$ cat src/rtl/alu_share_ctrl_pkg.sv
// Shared constants for the ALU sharing controller: data width,
// ALU function codes and the controller state encoding.
package alu_share_ctrl_pkg;

    localparam int DATA_W = 16;

    localparam logic [3:0] FN_ADD  = 4'd0;   // x + y
    localparam logic [3:0] FN_SUB  = 4'd1;   // x - y
    localparam logic [3:0] FN_RSUB = 4'd2;   // y - x
    localparam logic [3:0] FN_ZERO = 4'd3;   // 0
    localparam logic [3:0] FN_ONE  = 4'd4;   // 1
    localparam logic [3:0] FN_ONES = 4'd5;   // -1
    localparam logic [3:0] FN_NEGX = 4'd6;   // -x
    localparam logic [3:0] FN_NEGY = 4'd7;   // -y
    localparam logic [3:0] FN_NOTX = 4'd8;   // ~x
    localparam logic [3:0] FN_NOTY = 4'd9;   // ~y
    localparam logic [3:0] FN_INCX = 4'd10;  // x + 1
    localparam logic [3:0] FN_INCY = 4'd11;  // y + 1
    localparam logic [3:0] FN_DECX = 4'd12;  // x - 1
    localparam logic [3:0] FN_DECY = 4'd13;  // y - 1
    localparam logic [3:0] FN_AND  = 4'd14;  // x & y
    localparam logic [3:0] FN_OR   = 4'd15;  // x | y

    typedef enum logic {
        ST_IDLE = 1'b0,
        ST_RESP = 1'b1
    } state_t;

endpackage

$ cat src/rtl/alu_share_ctrl_alu.sv
// Purely combinational 16-bit, 16-function ALU. Two's complement,
// modulo 2^16; carries are dropped.
module ALU
    import alu_share_ctrl_pkg::*;
(
    input  logic [DATA_W-1:0] x,
    input  logic [DATA_W-1:0] y,
    input  logic [3:0]        sel,
    output logic [DATA_W-1:0] ans
);

    // Function decode
    always_comb begin
        ans = '0;
        case (sel)
            FN_ADD:  ans = x + y;
            FN_SUB:  ans = x - y;
            FN_RSUB: ans = y - x;
            FN_ZERO: ans = '0;
            FN_ONE:  ans = 16'd1;
            FN_ONES: ans = '1;
            FN_NEGX: ans = 16'd0 - x;
            FN_NEGY: ans = 16'd0 - y;
            FN_NOTX: ans = ~x;
            FN_NOTY: ans = ~y;
            FN_INCX: ans = x + 16'd1;
            FN_INCY: ans = y + 16'd1;
            FN_DECX: ans = x - 16'd1;
            FN_DECY: ans = y - 16'd1;
            FN_AND:  ans = x & y;
            FN_OR:   ans = x | y;
            default: ans = '0;
        endcase
    end

endmodule

$ cat src/rtl/alu_share_ctrl.sv
// Two-requester round-robin arbiter and sequencer for the shared ALU.
// One operation in flight: accept in IDLE, hold the registered result
// in RESP until the owning requester consumes it.
module alu_share_ctrl
    import alu_share_ctrl_pkg::*;
(
    input  logic              clk,
    input  logic              rst,
    input  logic [1:0]        req_valid,
    output logic [1:0]        req_ready,
    input  logic [DATA_W-1:0] req_x0,
    input  logic [DATA_W-1:0] req_y0,
    input  logic [3:0]        req_sel0,
    input  logic [DATA_W-1:0] req_x1,
    input  logic [DATA_W-1:0] req_y1,
    input  logic [3:0]        req_sel1,
    output logic [1:0]        rsp_valid,
    input  logic [1:0]        rsp_ready,
    output logic [DATA_W-1:0] rsp_data,
    output logic              rsp_zero,
    output logic              rsp_neg,
    output logic              busy
);

    state_t            r_state;
    logic              r_prio;
    logic              r_owner;
    logic [1:0]        r_rsp_valid;
    logic [DATA_W-1:0] r_data;
    logic              r_zero;
    logic              r_neg;

    logic [1:0]        w_grant;
    logic              w_accept;
    logic              w_idx;
    logic [DATA_W-1:0] w_x;
    logic [DATA_W-1:0] w_y;
    logic [3:0]        w_sel;
    logic [DATA_W-1:0] w_ans;

    // Round-robin grant: a lone requester wins, a tie goes to prio
    always_comb begin
        w_grant = req_valid;
        if (req_valid == 2'b11)
            w_grant = r_prio ? 2'b10 : 2'b01;
    end

    // Ready only in IDLE and never while reset is held
    assign req_ready = (r_state == ST_IDLE && !rst) ? w_grant : 2'b00;
    assign w_accept  = |(req_valid & req_ready);
    assign w_idx     = req_ready[1];

    // Operand mux follows the granted requester
    always_comb begin
        w_x   = w_idx ? req_x1   : req_x0;
        w_y   = w_idx ? req_y1   : req_y0;
        w_sel = w_idx ? req_sel1 : req_sel0;
    end

    ALU u_alu (
        .x   (w_x),
        .y   (w_y),
        .sel (w_sel),
        .ans (w_ans)
    );

    // Controller FSM with registered response and flags
    always_ff @(posedge clk or posedge rst) begin
        if (rst) begin
            r_state     <= ST_IDLE;
            r_prio      <= 1'b0;
            r_owner     <= 1'b0;
            r_rsp_valid <= 2'b00;
            r_data      <= '0;
            r_zero      <= 1'b0;
            r_neg       <= 1'b0;
        end else begin
            case (r_state)
                ST_IDLE: begin
                    if (w_accept) begin
                        r_data      <= w_ans;
                        r_zero      <= (w_ans == '0);
                        r_neg       <= w_ans[DATA_W-1];
                        r_owner     <= w_idx;
                        r_prio      <= ~w_idx;
                        r_rsp_valid <= w_idx ? 2'b10 : 2'b01;
                        r_state     <= ST_RESP;
                    end
                end
                ST_RESP: begin
                    // Only the owner's rsp_ready matters
                    if (rsp_ready[r_owner]) begin
                        r_rsp_valid <= 2'b00;
                        r_state     <= ST_IDLE;
                    end
                end
                default: r_state <= ST_IDLE;
            endcase
        end
    end

    assign rsp_valid = r_rsp_valid;
    assign rsp_data  = r_data;
    assign rsp_zero  = r_zero;
    assign rsp_neg   = r_neg;
    assign busy      = (r_state == ST_RESP);

endmodule

$ cat config.mk
export PLATFORM = sky130hd
export DESIGN_NAME = alu_share_ctrl
export DESIGN_NICKNAME = d
export VERILOG_FILES = /design/src/rtl/alu_share_ctrl_pkg.sv /design/src/rtl/alu_share_ctrl_alu.sv /design/src/rtl/alu_share_ctrl.sv
export SDC_FILE = /design/constraint.sdc
export NUM_CORES = 1
export LEC_CHECK = 0
export BUFFER_PORTS_ARGS = -buffer_cell sky130_fd_sc_hd__buf_4
export CAP_MARGIN = 20
export CORE_MARGIN = 2
export CORE_UTILIZATION = 35
export DETAILED_ROUTE_END_ITERATION = 16
export PLACE_DENSITY_LB_ADDON = 0.05
export SLEW_MARGIN = 20
export SYNTH_ARGS = -nofsm -noshare
export SYNTH_HDL_FRONTEND = slang
export SYNTH_SLANG_ARGS = --single-unit
$ cat constraint.sdc
create_clock -name clk -period 6.8 [get_ports clk]
set_input_delay 0.34 -clock clk [delete_from_list [all_inputs] [get_ports clk]]
set_output_delay 0.34 -clock clk [all_outputs]
set_load 0.02 [all_outputs]
* Word-level counts from Yosys, hierarchy flattened
Index checks and enable logic that the tools add are counted.
** Cells by class
- Eq/ne operators :: 18
- $mul :: 0
- Shift operators :: 0
- Div/mod/pow operators :: 0
- Bitwise operators :: 7
- Reductions and logical operators :: 7
- Add/sub/neg operators :: 9
- Muxes and demuxes :: 16
- $lt $le $gt $ge :: 1
** Operators by type and width (count)
- $pmux 16 s16 :: 1
- $add 16x1->16 const B :: 2
- $eq 4x4->1 const B :: 8
- $mux 16 :: 2
- $not 16->16 :: 2
- $sub 1x16->16 const A :: 2
- $sub 16x1->16 const B :: 2
- $sub 16x16->16 :: 2
- $add 16x16->16 :: 1
- $and 16x16->16 :: 1
- $eq 4x3->1 const B :: 4
- $logic_not 16->1 :: 1
- $or 16x16->16 :: 1
- $mux 2 :: 6
- $eq 4x2->1 const B :: 2
- $eq 4x1->1 const B :: 1
- $logic_not 4->1 :: 1
- $mux 1 :: 4
- $mux 4 :: 1
- $pmux 2 s2 :: 1
- $reduce_and 2->1 :: 2
- $and 2x2->2 :: 1
- $eq 2x2->1 const B :: 1
- $lt 1x2->1 const B :: 1
- 7 further kinds :: 8
** Word-level totals
- Output and inout bits :: 23
- Latch bits :: 0
- ROM bits :: 0
- Input port bits :: 78
- Memories :: 0
- Bits in writable memories :: 0
- Register bits :: 23

* Longest topological paths before layout
Gate-level depths: netlist of run 1.
- Depth in word-level cells :: 7
- Mapped depth :: 24

* Hierarchy
From an unflattened synthesis of run 1, not the netlist that was laid out.
** Unflattened totals
- Cells, all modules :: 710
- Area, all modules :: 5177.5 um2
** By module, submodules not included
- ALU :: area each 3819.9 um2, sequential area each 0.0 um2, cells an instance 605, instances 1
- alu_share_ctrl :: area each 1357.6 um2, sequential area each 550.5 um2, cells an instance 105, instances 1

* Worst setup path after synthesis of run 1
No wires, ideal clock.
- Path kind :: register to register
- From :: reg r_state (netlist: busy)
- To :: reg r_zero (netlist: rsp_zero)
- Path buffers :: 5
- Arrival time :: 5108 ps
- Required time :: 6733 ps
- Setup time :: 67 ps
- Period minus slack after synthesis :: 5176 ps
- Stages on the path, launching flop included :: 25
- Slack :: 1624 ps
- Path through :: dfrtp_1 nor3b_1 buf_4 nand2_4 inv_1 buf_4 buf_4 clkbuf_1 buf_1 nand3_1 o21a_1 o21ai_0 ha_1 inv_1 fa_1 a211oi_1 o21a_1 o21bai_1 a311oi_1 xnor2_1 nor2_1 nor4_1 nand4_1 nor4b_1 a32o_1
** On the way
- Word-level cells in the longest chain between the ends :: 7
** RTL lines
- from (decl) :: RTL line alu_share_ctrl.sv:25 : state_t r_state;
- from (signal assigned) :: RTL line alu_share_ctrl.sv:70 : r_state <= ST_IDLE;
- from (signal assigned) :: RTL line alu_share_ctrl.sv:87 : r_state <= ST_RESP;
- from (signal assigned) :: RTL line alu_share_ctrl.sv:94 : r_state <= ST_IDLE;
- $not 1->1 (no line) *
- $logic_and 1x1->1 * :: RTL line alu_share_ctrl.sv:49 : assign req_ready = (r_state == ST_IDLE && !rst) ? w_grant : 2'b00;
- $mux 2 * :: RTL line alu_share_ctrl.sv:49
- via req_ready[1] :: RTL line alu_share_ctrl.sv:10 : output logic [1:0] req_ready,
- $mux 16 (tied with other cells) :: RTL line alu_share_ctrl.sv:56 : w_y = w_idx ? req_y1 : req_y0;
- $sub 16x1->16 (tied with other cells) :: RTL line alu_share_ctrl_alu.sv:29 : FN_DECY: ans = y - 16'd1;
- $pmux 16 s16 :: RTL line alu_share_ctrl_alu.sv:15 : case (sel)
- $logic_not 16->1 :: RTL line alu_share_ctrl.sv:82 : r_zero <= (w_ans == '0);
- to (signal assigned) :: RTL line alu_share_ctrl.sv:82
- to (decl) :: RTL line alu_share_ctrl.sv:30 : logic r_zero;
The timed path passes the listed nets; every way through them passes the cells marked *.
A chain may end at the register's enable or synchronous reset.

* Worst setup path after layout of run 1
- From :: reg r_prio
- To :: reg r_zero (netlist: rsp_zero)
** On the way
- Word-level cells in the longest chain between the ends :: 7
** RTL lines
- from (decl) :: RTL line alu_share_ctrl.sv:26 : logic r_prio;
- from (signal assigned) :: RTL line alu_share_ctrl.sv:85 : r_prio <= ~w_idx;
- $mux 2 * :: RTL line alu_share_ctrl.sv:45 : w_grant = r_prio ? 2'b10 : 2'b01;
- $mux 2 * :: RTL line alu_share_ctrl.sv:44 : if (req_valid == 2'b11)
- $mux 2 * :: RTL line alu_share_ctrl.sv:49
- $mux 16 (tied with other cells) :: RTL line alu_share_ctrl.sv:56
- $sub 16x1->16 (tied with other cells) :: RTL line alu_share_ctrl_alu.sv:29
- $pmux 16 s16 :: RTL line alu_share_ctrl_alu.sv:15
- $logic_not 16->1 :: RTL line alu_share_ctrl.sv:82
Mark *: on every way between the ends. The rest lies on a longest branch, timed or not.

==> flow_metrics.tcl, run 1 <==
set metrics [dict create \
    setup_tns_ns 0 \
    ys_seq_area_share_pct 8.761 \
    synth_warnings 0 \
    met2_usage_pct 48.68 \
    overflow 0 \
    ys.flop_type "dfrtp_1" \
    post-place-ws_ns 1.218 \
    areaGrowthSynthToFinish_pct 15.17 \
    yosysUniqueCellTypes 90 \
    start_kind "flip-flop" \
    p_per_area_mw_per_mm2 214.9 \
    status "finished, final reports clean" \
    io_buffers 100 \
    row_count 48 \
    max_slew.worst_pin.slew_ns 0.9685 \
    cts.htree.levels 1 \
    synth_top_cell_area_share_pct 8.761 \
    grt_max_degree 65 \
    grt_util_met3_pct 3.984 \
    maxCapViolCount 0 \
    cts_inserted_buffers 3 \
    vias_per_cell 6.277 \
    syn_inst 902 \
    critical_path_required_ns 7.00 \
    cts_setup_buffers 0 \
    setup_slack_ns 1.139 \
    final_area_sq_mm 0.007237 \
    fp.dieH_microns 138.0 \
    hold_viol 0 \
    post-route-min-period_ns 5.661 \
    n_antenna_cell 0 \
    rsz0062_at_grt "no" \
    drc 0 \
    finalCritPeriodShare_pct 83.25 \
    syn-num-nets 1015 \
    placed_area_sq_mm 0.007132 \
    globalRoute.busiestLayer "met2" \
    crit_arrival_ns 5.86 \
    drive_above_1_share_pct 18.22 \
    hpwlAfterDp_microns 22710 \
    finalClockSkew_ns 0.006000 \
    power.total_mw 1.555 \
    clockRootBuffer "clkbuf_16" \
    synthArstFlopShare_pct 100.0 \
    end_kind "flip-flop" \
    cts_tree "yes" \
    synth_area_leaders "dfrtp_1 (8.8%), ha_1 (6.6%), nand2_1 (6.6%)" \
    drtIter0Drc 624 \
    cts_buffer_depth 2 \
    dieWidth_microns 138.0 \
    crit_path_max_fanout 64 \
    grt_pass1_vias 6999 \
    setup-violations-final 0 \
    hold_path_class "primary input to asynchronous set/reset pin" \
    final_nets 1069 \
    grt_usage_pct 29.99 \
    io_pins 101 \
    yosysTopAreaCell "dfrtp_1" \
    routabilityCongestion 0.9523 \
    critical_path_class "flip-flop to flip-flop" \
    slew_headroom_pct 35.20 \
    ir_worst_vdd_mv 0.1937 \
    fmax_mhz 176.6 \
    first_pass_iters 5 \
    floorplan.initialDensity_pct 36.08 \
    grt_pass1_wl_microns 42680 \
    path_clk_slew_ns 0.07 \
    slew_violations 0 \
    leakage_nw 3.034 \
    ys_seq_elements 22 \
    vias 7407 \
    drtAntennaViolNets 0 \
    holdBufCountCts 0 \
    post_drt_wl_per_cell_microns 24.03 \
    syn_area_sq_mm 0.006284 \
    syn_area_per_cell_sq_um 6.966 \
    clock_sinks 22 \
    synth-edff-count 0 \
    clk_latency_ns 0.26 \
    cts_resized 0 \
    grt_use_met1_pct 38.90 \
    grt_antenna_before_repair 0 \
    design.core.area_sq_mm 0.01742 \
    drt-total-wl_microns 28350 \
    die_area_sq_mm 0.01904 \
]
[power by group]
part	switching, mW	internal (mW)	total, mW
logic	0.699	0.449	1.15
registers	0.0475	0.191	0.239
clock network	0.0511	0.117	0.168
[cell families (layout without fill, tap and decap cells)]
kind of cell,count (synthesis),in the layout,synth area share [%]
AOI/OAI and AO/OA,293,293,32.08
xor gates and xnor gates,44,44,6.133
adders and majority gates,43,43,8.483
buffers and inverters,94,147,6.591
DFF,22,22,8.761
muxes,62,62,10.37
and+or+nand+nor,344,344,27.58
[final cells by class]
type                            instances  area, sq um
Timing Repair Buffer                  112        853.3
Tap cell                              225        281.5
Sequential cell                        22        550.5
Inverter                               31        116.4
Clock inverter                          1        30.03
Clock buffer                            3        75.07
Multi-Input combinational cell        786         5330
Fill cell                            1856        10180
[per-layer routing]
| layer | wire, microns | vias to the layer above |
|---|---|---|
| met5 | 0 | - |
| met4 | 1592 | 0 |
| met3 | 1849 | 73 |
| met2 | 12700 | 323 |
| met1 | 12210 | 3480 |
| li1 | - | 3531 |
[worst max-delay path, stage by stage (launching register included)]
cell and delay [ns]:
dfrtp_1 0.40, nand2b_1 0.39, nand2_4 0.47, buf_12 0.34
mux2i_1 0.58, nand2_1 0.16, nor3_2 0.30, nand2_1 0.12
o211ai_1 0.18, o31a_1 0.15, o221ai_1 0.14, ha_1 0.38
a21o_1 0.18, and2_1 0.16, a311oi_1 0.36, xnor2_1 0.18
nor2_1 0.08, nor4_1 0.36, nand4_1 0.14, nor4b_1 0.30
a32o_1 0.20
[synthesized netlist by cell type (4+ instances only)]
cell type	number
a2111oi_0	5
a211oi_1	11
a21boi_0	4
a21o_1	9
a21oi_1	50
a22oi_1	4
a311oi_1	4
a31oi_1	21
a41oi_1	4
and2_1	8
and3_1	11
buf_1	5
buf_2	16
buf_4	5
clkbuf_1	34
dfrtp_1	22
ha_1	33
inv_1	30
maj3_1	8
mux2_2	25
mux2i_1	37
nand2_1	110
nand2b_1	10
nand3_1	29
nand4_1	7
nor2_1	59
nor2b_1	12
nor3_1	41
nor4_1	14
o2111ai_1	4
o211ai_1	9
o21a_1	11
o21ai_0	75
o221ai_1	18
o22ai_1	17
or2_2	7
or3_1	5
or4_1	8
xnor2_1	28
xor2_1	16
[flip-flops by register name, summed over array words and instances, names as in the netlist]
name / cells
r_prio: 1
rsp_zero: 1
busy: 1
r_owner: 1
rsp_data: 16
rsp_valid: 2
[stage by stage]
| step | utilization (%) | std cells | hold WS (ns) |
|---|---|---|---|
| 6_report | 41.55 | 1180 | 0.2687 |
| 5_1_grt | 41.55 | 1180 | 0.3704 |
| 4_1_cts | 41.55 | 1180 | 0.3034 |
| 3_5_place_dp | 40.95 | 1176 | 0.4761 |
| 3_3_place_gp | 40.95 | 1176 | 0.4711 |
| 2_1_floorplan | - | 902 | 0.3292 |
[cell usage in the layout, fill, tap and decap left out, types with 7 or more instances in the layout]
master and n:
a211oi_1 11, a21o_1 9, a21oi_1 50, a31oi_1 21, and2_1 8, and3_1 11
buf_4 111, dfrtp_1 22, ha_1 33, inv_1 29, maj3_1 8, mux2_2 25
mux2i_1 37, nand2_1 110, nand2b_1 10, nand3_1 29, nand4_1 7, nor2_1 59
nor2b_1 12, nor3_1 41, nor4_1 14, o211ai_1 9, o21a_1 11, o21ai_0 74
o221ai_1 18, o22ai_1 17, or2_2 7, or4_1 8, xnor2_1 28, xor2_1 16
[final timing paths]
path / from / to / slack, ns / cells past startpoint
hold / removal: rst / rsp_data[5] / 0.27 / 2
max in group asynchronous: rst / rsp_data[7] / 6.01 / 2
hold reg to reg: rsp_valid[0] / rsp_valid[0] / 0.49 / 1
setup / recovery: r_prio / rsp_zero / 1.14 / 20
setup reg to reg: r_prio / rsp_zero / 1.14 / 20
min in group clk: req_valid[0] / r_prio / 0.37 / 3
No activity file was read; power rests on OpenSTA's default activity.
==> run 2, diff against run 1 <==
- clock period: 6.8 -> 5.8 ns (I/O delays scaled with it)
==> run 2 against run 1 <==
  * Flip-flop and latch count is the same
  * Register-to-register slack lost 0.44 ns
  * Clock power shrank 5%
  * Power grew 15%
  * Die area is the same
  * Worst hold slack lost 0.051 ns
  * First-iteration DRC count grew 10%
  * Combinational power grew 17%
  * Setup slack lost 0.44 ns
  * Cell count grew 0.76%
  * Critical path type unchanged
  * Largest power group unchanged
==> flow_metrics.tcl, run 2 (same netlist as run 1, synthesis figures left out) <==
set metrics [dict create \
    p_per_area_mw_per_mm2 245.1 \
    p_int_uw 862.4 \
    grt_antenna_before_repair 0 \
    crit_path_max_fanout 25 \
    crit_chain "nand2b_1, nand2_4, clkinv_2, o21ai_0, buf_4, o21ai_0, ha_1, or4_1, o21ai_0, a21oi_1, xnor2_1, o2111ai_1, o32a_1, nor4_1, nand4_1, nor4b_1, a32o_1" \
    floorplan.initialDensity_pct 36.08 \
    io_buffers 100 \
    slew_headroom_pct 34.12 \
    placed_area_sq_mm 0.007187 \
    vias_per_cell 6.384 \
    drc 0 \
    regArea_sq_um 550.5 \
    setup-violations-final 0 \
    crit_arrival_ns 5.29 \
    clockRootBuffer "clkbuf_16" \
    end_kind "flip-flop" \
    drtAntennaViolNets 0 \
    maxCapViolCount 0 \
    finalCritPeriodShare_pct 87.92 \
    grt_max_degree 58 \
    drive_above_1_share_pct 19.09 \
    critical_path_class "flip-flop to flip-flop" \
    p_sw_uw 922.4 \
    vias 7591 \
    design.core.area_sq_mm 0.01742 \
    cts_setup_buffers 0 \
    final_cell_mix "buf_4 (121), nand2_1 (110), o21ai_0 (74)" \
    ff2ff_setup_slack_ns 0.70 \
    drtIter0Drc 688 \
    final_nets 1078 \
    max_slew.worst_pin.slew_ns 0.9846 \
    place_inst 1185 \
    cts.htree.levels 1 \
    cts_buffer_depth 2 \
    critical_path_required_ns 5.99 \
    slew_violations 0 \
    reg2regPathDepth 17 \
    first_pass_iters 5 \
    fin_util_pct 41.81 \
    areaGrowthSynthToFinish_pct 15.89 \
    seqPwrFrac_pct 15.6 \
    ir_worst_vdd_mv 0.2239 \
    dieWidth_microns 138.0 \
    drt-total-wl_microns 28360 \
    path_clk_slew_ns 0.06 \
    fp.dieH_microns 138.0 \
    largest_reg_flops 16 \
    rsz0062_at_grt "no" \
    cpMaxStageDelayCell "o21ai_0" \
    row_count 48 \
    hold_viol 0 \
    cts_inserted_buffers 3 \
    r2r-start "r_prio" \
    post_drt_wl_per_cell_microns 23.85 \
    n_antenna_cell 0 \
    regToRegEndpoint "rsp_zero" \
    slowest_delay_ns 0.59 \
    grt_pass1_vias 7182 \
    final_common_cell "buf_4" \
    routabilityCongestion 0.9599 \
    hpwlAfterDp_microns 22640 \
    clock_sinks 22 \
    post-route-min-period_ns 5.099 \
    p_sw_share_pct 51.68 \
    final_area_sq_mm 0.007282 \
    crit_family "simple AND/OR/NAND/NOR gates" \
    clk_latency_ns 0.25 \
    cp_common_cell "o21ai_0" \
    die_area_sq_mm 0.01904 \
    setup_slack_ns 0.7007 \
    clkPwrFrac_pct 9.0 \
    io_pins 101 \
    multi_input_area_sq_mm 0.005335 \
    filler_cell_count 1921 \
    grt_pass1_wl_microns 43220 \
    overflow 0 \
    hold_path_class "primary input to asynchronous set/reset pin" \
    holdBufCountCts 0 \
    status "finished, final reports clean" \
    layoutNonFillerInstCount 1189 \
    grt_usage_pct 30.05 \
    combPwrFrac_pct 75.4 \
    leakage_nw 3.066 \
    start_kind "flip-flop" \
    cts_tree "yes" \
    post-place-ws_ns 0.5368 \
    finalClockSkew_ns 0.001169 \
    fmax_mhz 196.1 \
    setup_tns_ns 0 \
    cp.buffers_inverters 2 \
]
==> run 2: power groups by stage <==
stage | Combinational [mW] | Sequential (mW) | Clock [mW]
floorplan | 0.800 | 0.344 | 0
global placement | 1.33 | 0.283 | 0
detailed placement | 1.33 | 0.278 | 0
CTS | 1.33 | 0.278 | 0.163
global route | 1.46 | 0.288 | 0.170
finish | 1.35 | 0.279 | 0.160
==> run 2: how the worst max path moves through the flow <==
stage | start | slack (ns) | cells past startpoint | to
floorplan | busy | 0.62 | 24 | rsp_zero
global placement | rst | 0.55 | 19 | rsp_zero
detailed placement | busy | 0.54 | 18 | rsp_zero
CTS | busy | 0.49 | 18 | rsp_zero
global route | busy | 0.19 | 18 | rsp_zero
finish | r_prio | 0.70 | 17 | rsp_zero
==> run 2: area by class of cell <==
cell class              count  share of cell area (%)
multi-input cells         786                   73.26
repair buffers            121                   12.47
well taps                 225                   3.866
flip-flops and latches     22                   7.560
clock buffers               4                   1.220
inverters                  31                   1.615
==> run 2: what timing repair did <==
action | 4_1_cts | 5_1_grt
setup endpoints to repair | 0 | 1
gates resized for setup | 0 | 2
hold endpoints to repair | 0 | 0
==> run 2: routing by layer <==
| layer | GRT usage (%) | routed length [microns] |
|---|---|---|
| met1 | 39.25 | 12310 |
| met2 | 50.83 | 13120 |
| met3 | 2.485 | 1616 |
| met4 | 12.64 | 1309 |
| met5 | 0 | 0 |
==> run 2: metrics by stage <==
step / power, mW / hold WS, ns
6_report: 1.785 / 0.2181
5_1_grt: 1.917 / 0.3010
4_1_cts: 1.776 / 0.2496
3_5_place_dp: 1.604 / 0.4791
3_3_place_gp: 1.618 / 0.4775
2_1_floorplan: 1.144 / 0.2792
==> run 3, diff against run 2 <==
- ABC_AREA: unset -> 1
==> run 3 against run 2 <==
  * Power rose by 27%
  * Clock skew barely moved
  * Die area fell by 12%
  * Design area fell by 12%
  * Cell count rose by 4.8%
  * Register-to-register slack improved by 0.26 ns
  * First-iteration DRC count fell by 43%
  * Critical path depth rose by 8
==> flow_metrics.tcl, run 3 <==
set metrics [dict create \
    status "finished, final reports clean" \
    crit_family "simple AND/OR/NAND/NOR gates" \
    first_pass_iters 5 \
    dieWidth_microns 129.1 \
    io_buffers 100 \
    critical_path_required_ns 5.99 \
    clock_sinks 22 \
    crit_path_max_fanout 16 \
    hold_path_class "primary input to asynchronous set/reset pin" \
    post_drt_wl_per_cell_microns 14.76 \
    row_count 45 \
    synth_common_cells "nand2_1 (275), inv_1 (102), o21ai_0 (96), nand3_1 (91), nor2_1 (74)" \
    synth_area_leaders "nand2_1 (19%), dfrtp_1 (10%), o21ai_0 (8.8%)" \
    synthArstFlopShare_pct 100.0 \
    ys_seq_elements 22 \
    yosysUniqueCellTypes 55 \
    yosysTopAreaCell "nand2_1" \
    synth_top_cell_area_share_pct 18.85 \
    cp_common_cell "nand2_1" \
    drt-total-wl_microns 18390 \
    synth_warnings 0 \
    power.total_mw 2.258 \
    ys_seq_area_share_pct 10.05 \
    cts_setup_buffers 0 \
    clk_latency_ns 0.25 \
    end_kind "flip-flop" \
    fmax_mhz 206.6 \
    drtIter0Drc 395 \
    setup_tns_ns 0 \
    ys.flop_type "dfrtp_1" \
    slowest_delay_ns 0.46 \
    finalClockSkew_ns 0.001417 \
    largest_reg_flops 16 \
    grt_antenna_before_repair 0 \
    syn_area_per_cell_sq_um 5.729 \
    cts_buffer_depth 2 \
    holdBufCountCts 0 \
    syn_inst 956 \
    syn_area_sq_mm 0.005477 \
    path_clk_slew_ns 0.05 \
    critical_path_class "flip-flop to flip-flop" \
    cts_tree "yes" \
    drive_above_1_share_pct 20.68 \
    hold_viol 0 \
    clockRootBuffer "clkbuf_16" \
    floorplan.initialDensity_pct 35.89 \
    grt_max_degree 52 \
    grt_pass1_wl_microns 29330 \
    leakage_nw 3.367 \
    final_nets 1150 \
    slew_headroom_pct 34.66 \
    grt_usage_pct 22.15 \
    routabilityCongestion 0.9208 \
    slew_violations 0 \
    fp.dieH_microns 129.1 \
    hpwlAfterDp_microns 15710 \
    start_kind "flip-flop" \
    crit_arrival_ns 5.03 \
    overflow 0 \
    max_slew.worst_pin.slew_ns 0.9764 \
    synth-edff-count 0 \
    areaGrowthSynthToFinish_pct 16.98 \
    drtAntennaViolNets 0 \
    die_area_sq_mm 0.01666 \
    grt_pass1_vias 5577 \
    cts_inserted_buffers 3 \
    design.core.area_sq_mm 0.01526 \
    yosysMostFrequentCell "nand2_1" \
    maxCapViolCount 0 \
    cts_resized 0 \
    io_pins 101 \
    post-route-min-period_ns 4.841 \
    syn-num-nets 1069 \
    rsz0062_at_grt "no" \
    vias_per_cell 4.950 \
    cts.htree.levels 1 \
    cp.buffers_inverters 2 \
    ir_worst_vdd_mv 0.1216 \
    n_antenna_cell 0 \
    drc 0 \
    cpMaxStageDelayCell "fa_1" \
    setup-violations-final 0 \
    finalCritPeriodShare_pct 83.47 \
    vias 6168 \
    final_common_cell "nand2_1" \
    final_cell_mix "nand2_1 (275), buf_4 (104), inv_1 (102)" \
    p_per_area_mw_per_mm2 352.5 \
]
-- run 3: changes by cell type in the layout (fill, tap and decap cells not counted), moves of 23 or more --
cell | before | now
nand2_1 | 110 | 275
inv_1 | 29 | 102
nand3_1 | 29 | 91
mux2i_1 | 37 | 1
nor3_1 | 41 | 5
xnor2_1 | 28 | 1
nand2_2 | 0 | 26
mux2_2 | 25 | 2
-- run 3: cell type report --
class,count,area (sq um)
Sequential cell,22,550.5
Tap cell,211,264.0
Inverter,122,457.9
Timing Repair Buffer,104,780.7
Clock buffer,3,75.07
Fill cell,1728,8852
Multi-Input combinational cell,784,4278
-- run 3: final timing paths --
path | start | end | slack [ns] | cells past startpoint
worst max-delay path | busy | rsp_zero | 0.96 | 25
worst min-delay path | rst | busy | 0.22 | 2
worst max register to register | busy | rsp_zero | 0.96 | 25
worst min register to register | rsp_data[11] | rsp_data[11] | 0.48 | 2
max in group asynchronous | rst | rsp_data[13] | 5.07 | 2
min in group clk | rsp_ready[0] | busy | 0.32 | 4
-- run 3: logic make-up after synthesis --
logic type      count (synthesis)  synth area share [%]
simple gates                  535                 45.26
compound gates                191                 20.75
buf+inv                       150                 11.88
fa+ha+maj                      35                 8.271
flops                          22                 10.05
xor+xnor                       20                 3.199
mux                             3                0.5940
-- run 3: per-stage QoR --
step           instances  hold slack, ns  worst slack (ns)  utilization, %  instance area, sq um
5_1_grt             1246          0.3055            0.3832           41.98                  6406
6_report            1246          0.2192            0.9588           41.98                  6406
3_3_place_gp        1243          0.4713             1.045           41.49                  6331
3_5_place_dp        1243          0.4749            0.9609           41.49                  6331
2_1_floorplan        956          0.2792             1.973               -                  5477
4_1_cts             1246          0.2515            0.9349           41.98                  6406
-- run 3: worst register-to-register path, stage by stage (launching register included) --
cell and delay (ns):
dfrtp_1 0.42, nor2_4 0.20, nand3_4 0.19, nand2_1 0.12
nand2_2 0.12, nor2_1 0.24, nand2_1 0.30, nand2_1 0.40
nor2_1 0.08, buf_4 0.19, inv_1 0.09, o21ai_0 0.15
fa_1 0.46, nand3_1 0.09, nand2_1 0.08, a21boi_0 0.45
o21ai_0 0.22, a31oi_1 0.28, o21ai_0 0.14, xor2_1 0.15
nand2_1 0.06, nand2_1 0.08, nand2_1 0.06, nor2_1 0.09
nand3_1 0.08, nand2_1 0.05
-- run 3: power breakdown --
part	leakage [nW]	internal [mW]	switching, mW
logic	3.06	0.653	1.20
clock network	0.0370	0.0909	0.0487
registers	0.273	0.224	0.0430
-- run 3: per-layer routing --
metal	up-vias	wire [microns]	track usage, %
li1	3300	-	-
met1	2701	9246	32.36
met2	153	8258	36.29
met3	14	697	1.197
met4	0	184	4.412
met5	-	0	0
